--- src/rtl/muldiv_ctrl.sv ---
// muldiv_ctrl: sequencer for the multi-cycle multiply/divide units and HI/LO writeback
//
// Build option: define MULDIV_DIVZERO_EN to build divide-by-zero detection
// (the DIVZ state and the div_zero_exc_o pulse). Without it, a zero divisor
// runs the normal divide sequence and div_zero_exc_o is tied low.
//
// Ports:
//   clk_i          system clock
//   reset_i        synchronous active-high reset
//   op_mult_i      one-cycle multiply request
//   op_div_i       one-cycle divide request
//   divisor_i      B operand, checked for zero when a divide is accepted
//   mult_start_o   one-cycle start pulse to the multiply unit
//   div_start_o    one-cycle start pulse to the divide unit
//   hi_lo_src_o    HI/LO input select: 0 = divide results, 1 = multiply results
//   hi_write_o     HI register write enable
//   lo_write_o     LO register write enable
//   busy_o         operation in progress (main control stalls)
//   done_o         one-cycle pulse once HI/LO hold the new result
//   div_zero_exc_o one-cycle pulse on a divide request with a zero divisor
module muldiv_ctrl #(
    parameter int MULT_CYCLES = 32,
    parameter int DIV_CYCLES  = 32,
    parameter int CNT_W       = 6
) (
    input  logic        clk_i,
    input  logic        reset_i,
    input  logic        op_mult_i,
    input  logic        op_div_i,
    input  logic [31:0] divisor_i,
    output logic        mult_start_o,
    output logic        div_start_o,
    output logic        hi_lo_src_o,
    output logic        hi_write_o,
    output logic        lo_write_o,
    output logic        busy_o,
    output logic        done_o,
    output logic        div_zero_exc_o
);
    typedef enum logic [2:0] {
        IDLE,
        START,
        RUN,
        WB,
`ifdef MULDIV_DIVZERO_EN
        DONE,
        DIVZ
`else
        DONE
`endif
    } state_t;

    // RUN lasts N cycles, so the counter is loaded with N-1 and exits at 0
    localparam logic [CNT_W-1:0] MULT_LOAD = CNT_W'(MULT_CYCLES - 1);
    localparam logic [CNT_W-1:0] DIV_LOAD  = CNT_W'(DIV_CYCLES - 1);

    state_t           state_q;
    logic [CNT_W-1:0] cnt_q;
    logic             mult_start_q;
    logic             div_start_q;
    logic             hi_lo_src_q;
    logic             wr_q;
    logic             busy_q;
    logic             done_q;
    logic             div_go;

`ifdef MULDIV_DIVZERO_EN
    logic dz_q;
    assign div_go         = op_div_i && (divisor_i != '0);
    assign div_zero_exc_o = dz_q;
`else
    logic unused_divisor;
    assign unused_divisor = ^divisor_i;
    assign div_go         = op_div_i;
    assign div_zero_exc_o = 1'b0;
`endif

    // Start pulses and busy are set on the accepting edge so they appear in
    // the cycle right after the request without any combinational path.
    always_ff @(posedge clk_i) begin
        if (reset_i) begin
            state_q      <= IDLE;
            cnt_q        <= '0;
            mult_start_q <= 1'b0;
            div_start_q  <= 1'b0;
            hi_lo_src_q  <= 1'b0;
            wr_q         <= 1'b0;
            busy_q       <= 1'b0;
            done_q       <= 1'b0;
`ifdef MULDIV_DIVZERO_EN
            dz_q         <= 1'b0;
`endif
        end else begin
            mult_start_q <= 1'b0;
            div_start_q  <= 1'b0;
            wr_q         <= 1'b0;
            done_q       <= 1'b0;
`ifdef MULDIV_DIVZERO_EN
            dz_q         <= 1'b0;
`endif
            case (state_q)
                IDLE: begin
                    if (op_mult_i) begin
                        state_q      <= START;
                        hi_lo_src_q  <= 1'b1;
                        cnt_q        <= MULT_LOAD;
                        mult_start_q <= 1'b1;
                        busy_q       <= 1'b1;
                    end else if (div_go) begin
                        state_q      <= START;
                        hi_lo_src_q  <= 1'b0;
                        cnt_q        <= DIV_LOAD;
                        div_start_q  <= 1'b1;
                        busy_q       <= 1'b1;
                    end
`ifdef MULDIV_DIVZERO_EN
                    else if (op_div_i) begin
                        state_q <= DIVZ;
                        dz_q    <= 1'b1;
                    end
`endif
                end
                START: state_q <= RUN;
                RUN: begin
                    if (cnt_q == '0) begin
                        state_q <= WB;
                        wr_q    <= 1'b1;
                    end else begin
                        cnt_q <= cnt_q - CNT_W'(1);
                    end
                end
                WB: begin
                    state_q <= DONE;
                    done_q  <= 1'b1;
                end
                DONE: begin
                    state_q <= IDLE;
                    busy_q  <= 1'b0;
                end
                default: state_q <= IDLE;
            endcase
        end
    end

    assign mult_start_o = mult_start_q;
    assign div_start_o  = div_start_q;
    assign hi_lo_src_o  = hi_lo_src_q;
    assign hi_write_o   = wr_q;
    assign lo_write_o   = wr_q;
    assign busy_o       = busy_q;
    assign done_o       = done_q;
endmodule
--- config.mk ---
export PLATFORM = sky130hd
export DESIGN_NAME = muldiv_ctrl
export DESIGN_NICKNAME = d
export VERILOG_FILES = /design/src/rtl/muldiv_ctrl.sv
export SDC_FILE = /design/constraint.sdc
export NUM_CORES = 1
export LEC_CHECK = 0
export BUFFER_PORTS_ARGS = -buffer_cell sky130_fd_sc_hd__buf_2
export CORE_MARGIN = 3
export CORE_UTILIZATION = 39
export DETAILED_ROUTE_END_ITERATION = 7
export HOLD_SLACK_MARGIN = 0.05
export PLACE_DENSITY = 0.81
export SYNTH_ARGS = -nofsm -noshare
export SYNTH_HDL_FRONTEND = slang
export SYNTH_SLANG_ARGS = --single-unit
--- constraint.sdc ---
create_clock -name clk_i -period 1.9 [get_ports clk_i]
set_input_delay 0.19 -clock clk_i [delete_from_list [all_inputs] [get_ports clk_i]]
set_output_delay 0.19 -clock clk_i [all_outputs]
set_load 0.05 [all_outputs]
Word-level counts from Yosys, hierarchy flattened --
Cells that the tools add are included.
Operators by class: add/sub/neg operators 1, equal/unequal tests 7, muxes and demuxes 17, bitwise operators 2, reductions and logical operators 12
Operator list (count):
- 2-to-1 mux 6 bit | 3
- one-hot mux 3 bit (4 select lines) | 1
- one-hot mux 6 bit (2 select lines) | 1
- 2-to-1 mux 3 bit | 3
- 2-to-1 mux 1 bit | 8
- == test 3 x 2 -> 1 bit, second input constant | 2
- zero test 6 bit | 1
- AND reduction 2 bit | 3
- nonzero test 2 bit | 3
- subtractor 6 x 1 -> 6 bit, second input constant | 1
- inequality test 2 bit, second input constant | 2
- OR reduction 2 bit | 2
- == test 3 x 1 -> 1 bit, second input constant | 1
- == test 3 bit, second input constant | 1
- zero test 3 bit | 1
- inequality test 3 bit, second input constant | 1
- AND reduction 3 bit | 1
- OR reduction 3 bit | 1
- inverter 1 bit | 2
- one-hot mux 1 bit (2 select lines) | 1
Word-level totals: register bits 15, input port bits 36

Longest topological paths before layout --
Gate-level depths: netlist of the first run.
word-level depth 3, mapped depth 6

Worst setup path before layout of the first run --
OpenSTA, ideal clock, no wires.
path type register to register, start point reg cnt_q[0], end point reg cnt_q[4], setup time 0.120 ns, data arrival time 1.250 ns, required time 1.780 ns, setup slack 0.530 ns, cell stages (with the launch flop) 7, path buffers 0, period minus slack after synthesis 1.370 ns, cell sequence dfxtp_1 -> inv_1 -> ha_1 -> nor2b_1 -> a21boi_2 -> nor3b_1 -> nor4_1
On the way: word-level cells in the longest chain between the ends 3, elaborated cells on any way between the ends 6, those cells by class 1 x add/sub; 1 x eq/ne; 2 x mux; 2 x reduce/logical
Ends and longest elaborated chain:
- start: declaration | line 58 | logic [CNT_W-1:0] cnt_q;
- start signal: assignment | line 129 | cnt_q <= cnt_q - CNT_W'(1);
- subtractor 6 x 1 -> 6 bit / zero test 6 bit (equally long branches) | line 129, 125
- 2-to-1 mux 6 bit / inequality test 2 bit (equally long branches)
- one-hot mux 6 bit (2 select lines) / AND reduction 3 bit (equally long branches)
Parallel ways exist; a longest one is shown, timed or not. The select of a mux whose other input is x is not followed. A chain may end at the register's enable or synchronous reset.

Worst setup path after layout of the first run --
Same ends and word-level chain as after synthesis.

==> summary.txt, run 1 <==
Outcome
  – Status: finished clean

Power and ir drop
  – P per Cell Area: 1220 mW/mm²
  – P_leak: 0.000308 µW
  – Peak supply drop: 0.000522 V

STA
  – Tmin final: 1.55 ns
  – RSZ-0062 raised after global routing: false
  – Final setup fails: 0
  – Worst hold slack: 0.180 ns
  – Slew Limit Fails: 0
  – Hold Vio Cnt, Final: 0
  – FMAX: 0.646 GHz
  – Period utilisation layout: 0.815
  – Skew final: 0.00107 ns
  – Post-route setup TNS: 0 ns

GRT
  – Initial antenna violation count: 0
  – First-pass GRT wire length: 1.75 mm
  – Largest net degree at the start of global routing: 13
  – Total GRT Usage: 0.121
  – Vias in the first global route: 422
  – Gr ovfl total: 0

Placed design
  – IO buf count: 10
  – Post-DP HPWL: 797 µm
  – Final Wtd Congestion: 0.737

Yosys
  – Compound-gate portion of the synthesized area: 0.137
  – Post-synthesis sequential area ratio: 0.456
  – XOR/XNOR Fraction of Synth Area: 0.0266
  – Syn Std Cell Area: 658 µm²
  – Register bit count reported by yosys: 15
  – Syn avg cell area: 9.68 µm²
  – Largest family of logic cells by synthesized area: simple AND/OR/NAND/NOR gates
  – Synth warn: 0
  – Adder and majority cell fraction of the synthesized area: 0.0380
  – Synth Area in Simple Gates: 0.297
  – Syn Nets: 106
  – Post-Syn Instances: 68
  – Mux cell area share after synthesis: 0
  – Post-synth cell types: 30

Floorplanning
  – Die height: 47.1 µm
  – Core Box Area: 0.00154 mm²
  – Initial Utilization: 0.427
  – Cell Rows: 14
  – Number of top-level pins: 44
  – Die W: 47.1 µm
  – Die ar.: 0.00222 mm²

Detailed routing
  – Antenna-violating nets left: 0
  – Via density: 5.55
  – Met2 wire len: 511 µm
  – Via count: 527
  – Per-cell routed wire length: 12.2 µm
  – Top sig layer: met4
  – DRC: 0
  – First-pass iteration count of the detailed router: 4
  – DRT iter0 DRCs: 4
  – Drt total wl: 1.16 mm
  – WL met3: 66 µm
  – Met1 WL: 528 µm

Clocking
  – Clk sinks: 15
  – Skew-Pair Late Insertion Delay: 0.29 ns
  – Max clock buf depth: 2
  – Hold Buf Count CTS: 0
  – Clock root buffer: clkbuf_4
  – Post-CTS setup buffer count: 0
  – Clk pin slew, worst setup/hold paths: 0.09 ns
  – TritonCTS clock tree: done
  – CTS resizes: 0
  – CTS H-tree lvls: 1
  – Total CTS buffers: 3

Layout
  – Net count, final: 118
  – Layout cell share with drive strength beyond 1: 0.278
  – Footprint of the multi-input gates: 332 µm²
  – Seq. cell area: 300 µm²
  – Area grow syn2layout: 12.0%
  – Diode count: 0
  – Fillers: 144

Setup path
  – Crit. End Element: register
  – Critical path type: reg -> reg
  – Capturing point of the worst reg2reg path: cnt_q[4]
  – Startpoint types: register
  – WP data arrival: 1.73 ns
  – R2R Setup Slk: 0.35 ns
  – Max FO, Critical Path: 7
  – FF-to-FF Start: cnt_q[0]
  – Cells on worst reg2reg path: 6
  – CP Data Required Time: 2.08 ns

Worst hold path
  – Hold Path Sink: mult_start_o
  – Hold depth: 2
  – Hold WC Path Type: in -> reg
  – Hold Path Origin: op_mult_i

Flow run
  – Max-cap violations: 0
## area by class of cell
type	instances	area share
Timing Repair Buffer	10	0.0679
Clock inverter	1	0.00679
Inverter	2	0.0102
Sequential cell	15	0.407
Multi-Input combinational cell	48	0.450
Clock buffer	3	0.0306
Tap cell	16	0.0272
## state kept, by name, indices dropped and copies added, names as in the netlist
signal	cells
cnt_q	6
state_q	3
busy_o	1
div_start_o	1
done_o	1
hi_lo_src_o	1
hi_write_o	1
mult_start_o	1
## per-layer routing
| metal | vias to the layer above | global-route usage |
|---|---|---|
| met4 | 0 | 0.133 |
| li1 | 269 | - |
| met2 | 22 | 0.195 |
| met5 | - | 0 |
| met1 | 231 | 0.123 |
| met3 | 5 | 0.0230 |
## power breakdown
part | internal, µW | switching, µW
Combinational | 112 | 175
Sequential | 364 | 58.4
Clock | 78.4 | 110
## metrics by stage
| step | total power [µW] | setup WS [ns] | area [µm²] | utilization | instances |
|---|---|---|---|---|---|
| detailed placement | 711 | 0.377 | 709 | 0.460 | 91 |
| finish | 897 | 0.351 | 737 | 0.478 | 95 |
| global placement | 698 | 0.426 | 709 | 0.460 | 91 |
| CTS | 897 | 0.361 | 737 | 0.478 | 95 |
| floorplan | 654 | 0.530 | 658 | - | 68 |
| global route | 943 | 0.218 | 737 | 0.478 | 95 |
## cells by family after synthesis
kind of cell | after synthesis
and+or+nand+nor | 31
DFF | 15
AOI/OAI and AO/OA | 12
buffers and inverters | 5
xor gates and xnor gates | 2
adders and majority gates | 2
other | 1
## synth_stat cells
library cell | instances | share of area
a221oi_1 | 1 | 0.013
nor3b_4 | 1 | 0.029
inv_1 | 2 | 0.011
xnor2_1 | 2 | 0.027
a21boi_2 | 1 | 0.017
and2_2 | 1 | 0.011
nor3b_1 | 2 | 0.023
a21oi_1 | 2 | 0.015
a211oi_1 | 3 | 0.034
nand3_1 | 1 | 0.0076
and3_1 | 1 | 0.0095
buf_4 | 2 | 0.023
nand2_1 | 4 | 0.023
nor3_4 | 1 | 0.025
nor2_1 | 5 | 0.029
nor4_1 | 1 | 0.0095
nand4_1 | 1 | 0.0095
dfxtp_1 | 15 | 0.46
conb_1 | 1 | 0.0057
a211oi_2 | 1 | 0.019
nor3_1 | 7 | 0.053
nor2b_1 | 1 | 0.0095
and3_2 | 3 | 0.034
o21ai_0 | 2 | 0.015
a22oi_1 | 1 | 0.011
ha_1 | 2 | 0.038
clkbuf_1 | 1 | 0.0057
and4b_1 | 1 | 0.015
o21a_1 | 1 | 0.011
or3_1 | 1 | 0.0095
## cell usage in the layout (no fill, tap or decap), types with 3 or more instances in the layout
master and n:
nor2_1 5, nor3_1 7, clkbuf_4 3, and3_2 3, a211oi_1 3, nand2_1 4, buf_2 10, dfxtp_1 15
## worst max path at each step
stage                to  slack [ns]     start  cells after the start
2_1_floorplan  cnt_q[4]        0.53  cnt_q[0]                      6
3_3_place_gp   cnt_q[4]        0.43  cnt_q[0]                      6
3_5_place_dp   cnt_q[4]        0.38  cnt_q[0]                      6
4_1_cts        cnt_q[4]        0.36  cnt_q[0]                      6
5_1_grt        cnt_q[4]        0.22  cnt_q[0]                      6
6_report       cnt_q[4]        0.35  cnt_q[0]                      6
## worst max-delay path, cell delays in order (launching register included)
cell      delay, ns
dfxtp_1        0.38
inv_1          0.09
ha_1           0.20
nor2b_1        0.17
a21boi_2       0.29
nor3b_1        0.23
nor4_1         0.07
Power figures use the tool's default switching activity.
==> run 2, diff against run 1 <==
Clock period 1.9 ns to 1.45 ns, I/O delays scaled along.
==> run 2 against run 1 <==
- final area increased by 13%
- non-clock buffer count is 9 higher
- sequential power is 30% higher
- critical path depth fell by 2
- critical endpoint is now cnt_q[5]
- highest routed layer unchanged
- global-route usage up 0.50 points
==> summary.txt, run 2 (synthesized netlist as in run 1, its figures left out) <==
STA
  – Skew final: 0.00235 ns (was 0.00107 ns)
  – Period utilisation layout: 0.946 (was 0.815)
  – Hold Vio Cnt, Final: 0 (unchanged)
  – Tmin final: 1.37 ns (was 1.55 ns)
  – Final setup fails: 0 (unchanged)
  – FMAX: 0.729 GHz (was 0.646 GHz)
  – Post-route setup TNS: 0 ns (unchanged)
  – Slew Limit Fails: 0 (unchanged)

Layout
  – Fillers: 139 (was 144)
  – Biggest register: cnt_q (unchanged)
  – Largest registers: cnt_q: 6 flops, state_q: 3 flops (unchanged)
  – Area grow syn2layout: 26.6% (was 12.0%)
  – Diode count: 0 (unchanged)
  – Net count, final: 127 (was 118)
  – Most frequent cells in the layout: dfxtp_1, buf_2, buf_4 (was dfxtp_1, buf_2, nor3_1)
  – Leading cell type in the layout, fill and taps excluded: dfxtp_1 (unchanged)
  – Max FFs per register: 6 (unchanged)
  – Layout cell share with drive strength beyond 1: 0.455 (was 0.278)
  – Fin cells: 104 (was 95)

Detailed routing
  – DRT iter0 DRCs: 7 (was 4)
  – Drt total wl: 1.21 mm (was 1.16 mm)
  – Via density: 5.23 (was 5.55)
  – Top sig layer: met4 (unchanged)
  – Met2 wire len: 553 µm (was 511 µm)
  – First-pass iteration count of the detailed router: 4 (unchanged)
  – Antenna-violating nets left: 0 (unchanged)
  – Met1 WL: 574 µm (was 528 µm)
  – Via count: 544 (was 527)
  – WL met3: 53 µm (was 66 µm)
  – Per-cell routed wire length: 11.6 µm (was 12.2 µm)
  – DRC: 0 (unchanged)

Clocking
  – Clock root buffer: clkbuf_4 (unchanged)
  – Skew-Pair Late Insertion Delay: 0.28 ns (was 0.29 ns)
  – CTS H-tree lvls: 1 (unchanged)
  – Clk pin slew, worst setup/hold paths: 0.09 ns (about the same)
  – Clk sinks: 15 (unchanged)
  – Max clock buf depth: 2 (unchanged)
  – TritonCTS clock tree: done (unchanged)
  – Total CTS buffers: 3 (unchanged)
  – Hold Buf Count CTS: 0 (unchanged)

GRT
  – Initial antenna violation count: 0 (unchanged)
  – Vias in the first global route: 455 (was 422)
  – First-pass GRT wire length: 1.91 mm (was 1.75 mm)
  – Total GRT Usage: 0.126 (was 0.121)
  – Gr ovfl total: 0 (unchanged)
  – Largest net degree at the start of global routing: 13 (unchanged)

Placed design
  – IO buf count: 10 (unchanged)
  – Post-DP HPWL: 919 µm (was 797 µm)
  – Cell count after placement: 99 (was 91)
  – Final Wtd Congestion: 0.749 (was 0.737)

Outcome
  – Status: finished clean (unchanged)

Power and ir drop
  – Peak supply drop: 0.000609 V (was 0.000522 V)
  – Total power draw: 1280 µW (was 897 µW)
  – P_leak: 0.000363 µW (was 0.000308 µW)
  – P per Cell Area: 1540 mW/mm² (was 1220 mW/mm²)

Floorplanning
  – Number of top-level pins: 44 (unchanged)
  – Die ar.: 0.00222 mm² (unchanged)
  – Initial Utilization: 0.427 (unchanged)
  – Die height: 47.1 µm (unchanged)
  – Die W: 47.1 µm (unchanged)
  – Core Box Area: 0.00154 mm² (unchanged)
  – Cell Rows: 14 (unchanged)

Worst hold path
  – Hold depth: 2 (unchanged)
  – Hold WC Path Type: in -> reg (unchanged)

Setup path
  – Cells on worst reg2reg path: 4 (was 6)
  – Critical path type: reg -> reg (unchanged)
  – Startpoint types: register (unchanged)
  – WP data arrival: 1.58 ns (was 1.73 ns)
  – Crit. End Element: register (unchanged)
  – CP Data Required Time: 1.66 ns (was 2.08 ns)
  – Max FO, Critical Path: 4 (was 7)

Flow run
  – Max-cap violations: 0 (unchanged)
-- run 2: per-layer routing --
metal  GRT usage  up-vias
li1            -      287
met1       0.150      240
met2       0.190       13
met3      0.0498        4
met4      0.0773        0
met5           0        -
-- run 2: final timing paths --
kind	from	endpoint	slack, ns
worst max-delay path	state_q[1]	cnt_q[5]	0.08
worst min-delay path	op_mult_i	mult_start_o	0.15
worst max register to register	state_q[1]	cnt_q[5]	0.08
worst min register to register	busy_o	busy_o	0.49
-- run 2: cell type report --
type,count,area (µm²),area share
multi-input combinational,48,355,0.426
sequential,15,305,0.366
timing repair buffer,19,118,0.141
clock buffer,3,22.5,0.0270
tap,16,20.0,0.0240
inverter,2,7.51,0.00901
clock inverter,1,5.00,0.00601
-- run 2: per-stage QoR --
stage | util | setup slack [ns] | hold WS (ns) | instance area, µm²
2_1_floorplan | - | 0.0798 | 0.223 | 658
3_3_place_gp | 0.499 | 0.0580 | 0.424 | 769
3_5_place_dp | 0.499 | 0.0368 | 0.439 | 769
4_1_cts | 0.517 | 0.00983 | 0.145 | 797
5_1_grt | 0.541 | -0.0120 | 0.139 | 833
6_report | 0.541 | 0.0777 | 0.149 | 833
-- run 2: where the power goes --
group	switching [µW]	internal [µW]
combinational	267	238
clock	129	102
sequential	67.5	482
total	463	822
-- run 2: worst max-delay path, stage by stage (launching register included) --
cell and delay [ns]:
dfxtp_2 0.36, nor3b_4 0.25, nand4_1 0.15, or3_1 0.33
a211oi_2 0.20
-- run 2: what timing repair did --
item / in CTS / in global routing
resized for setup: 0 / 11
setup buffers: 0 / 1
setup endpoints to repair: 0 / 6
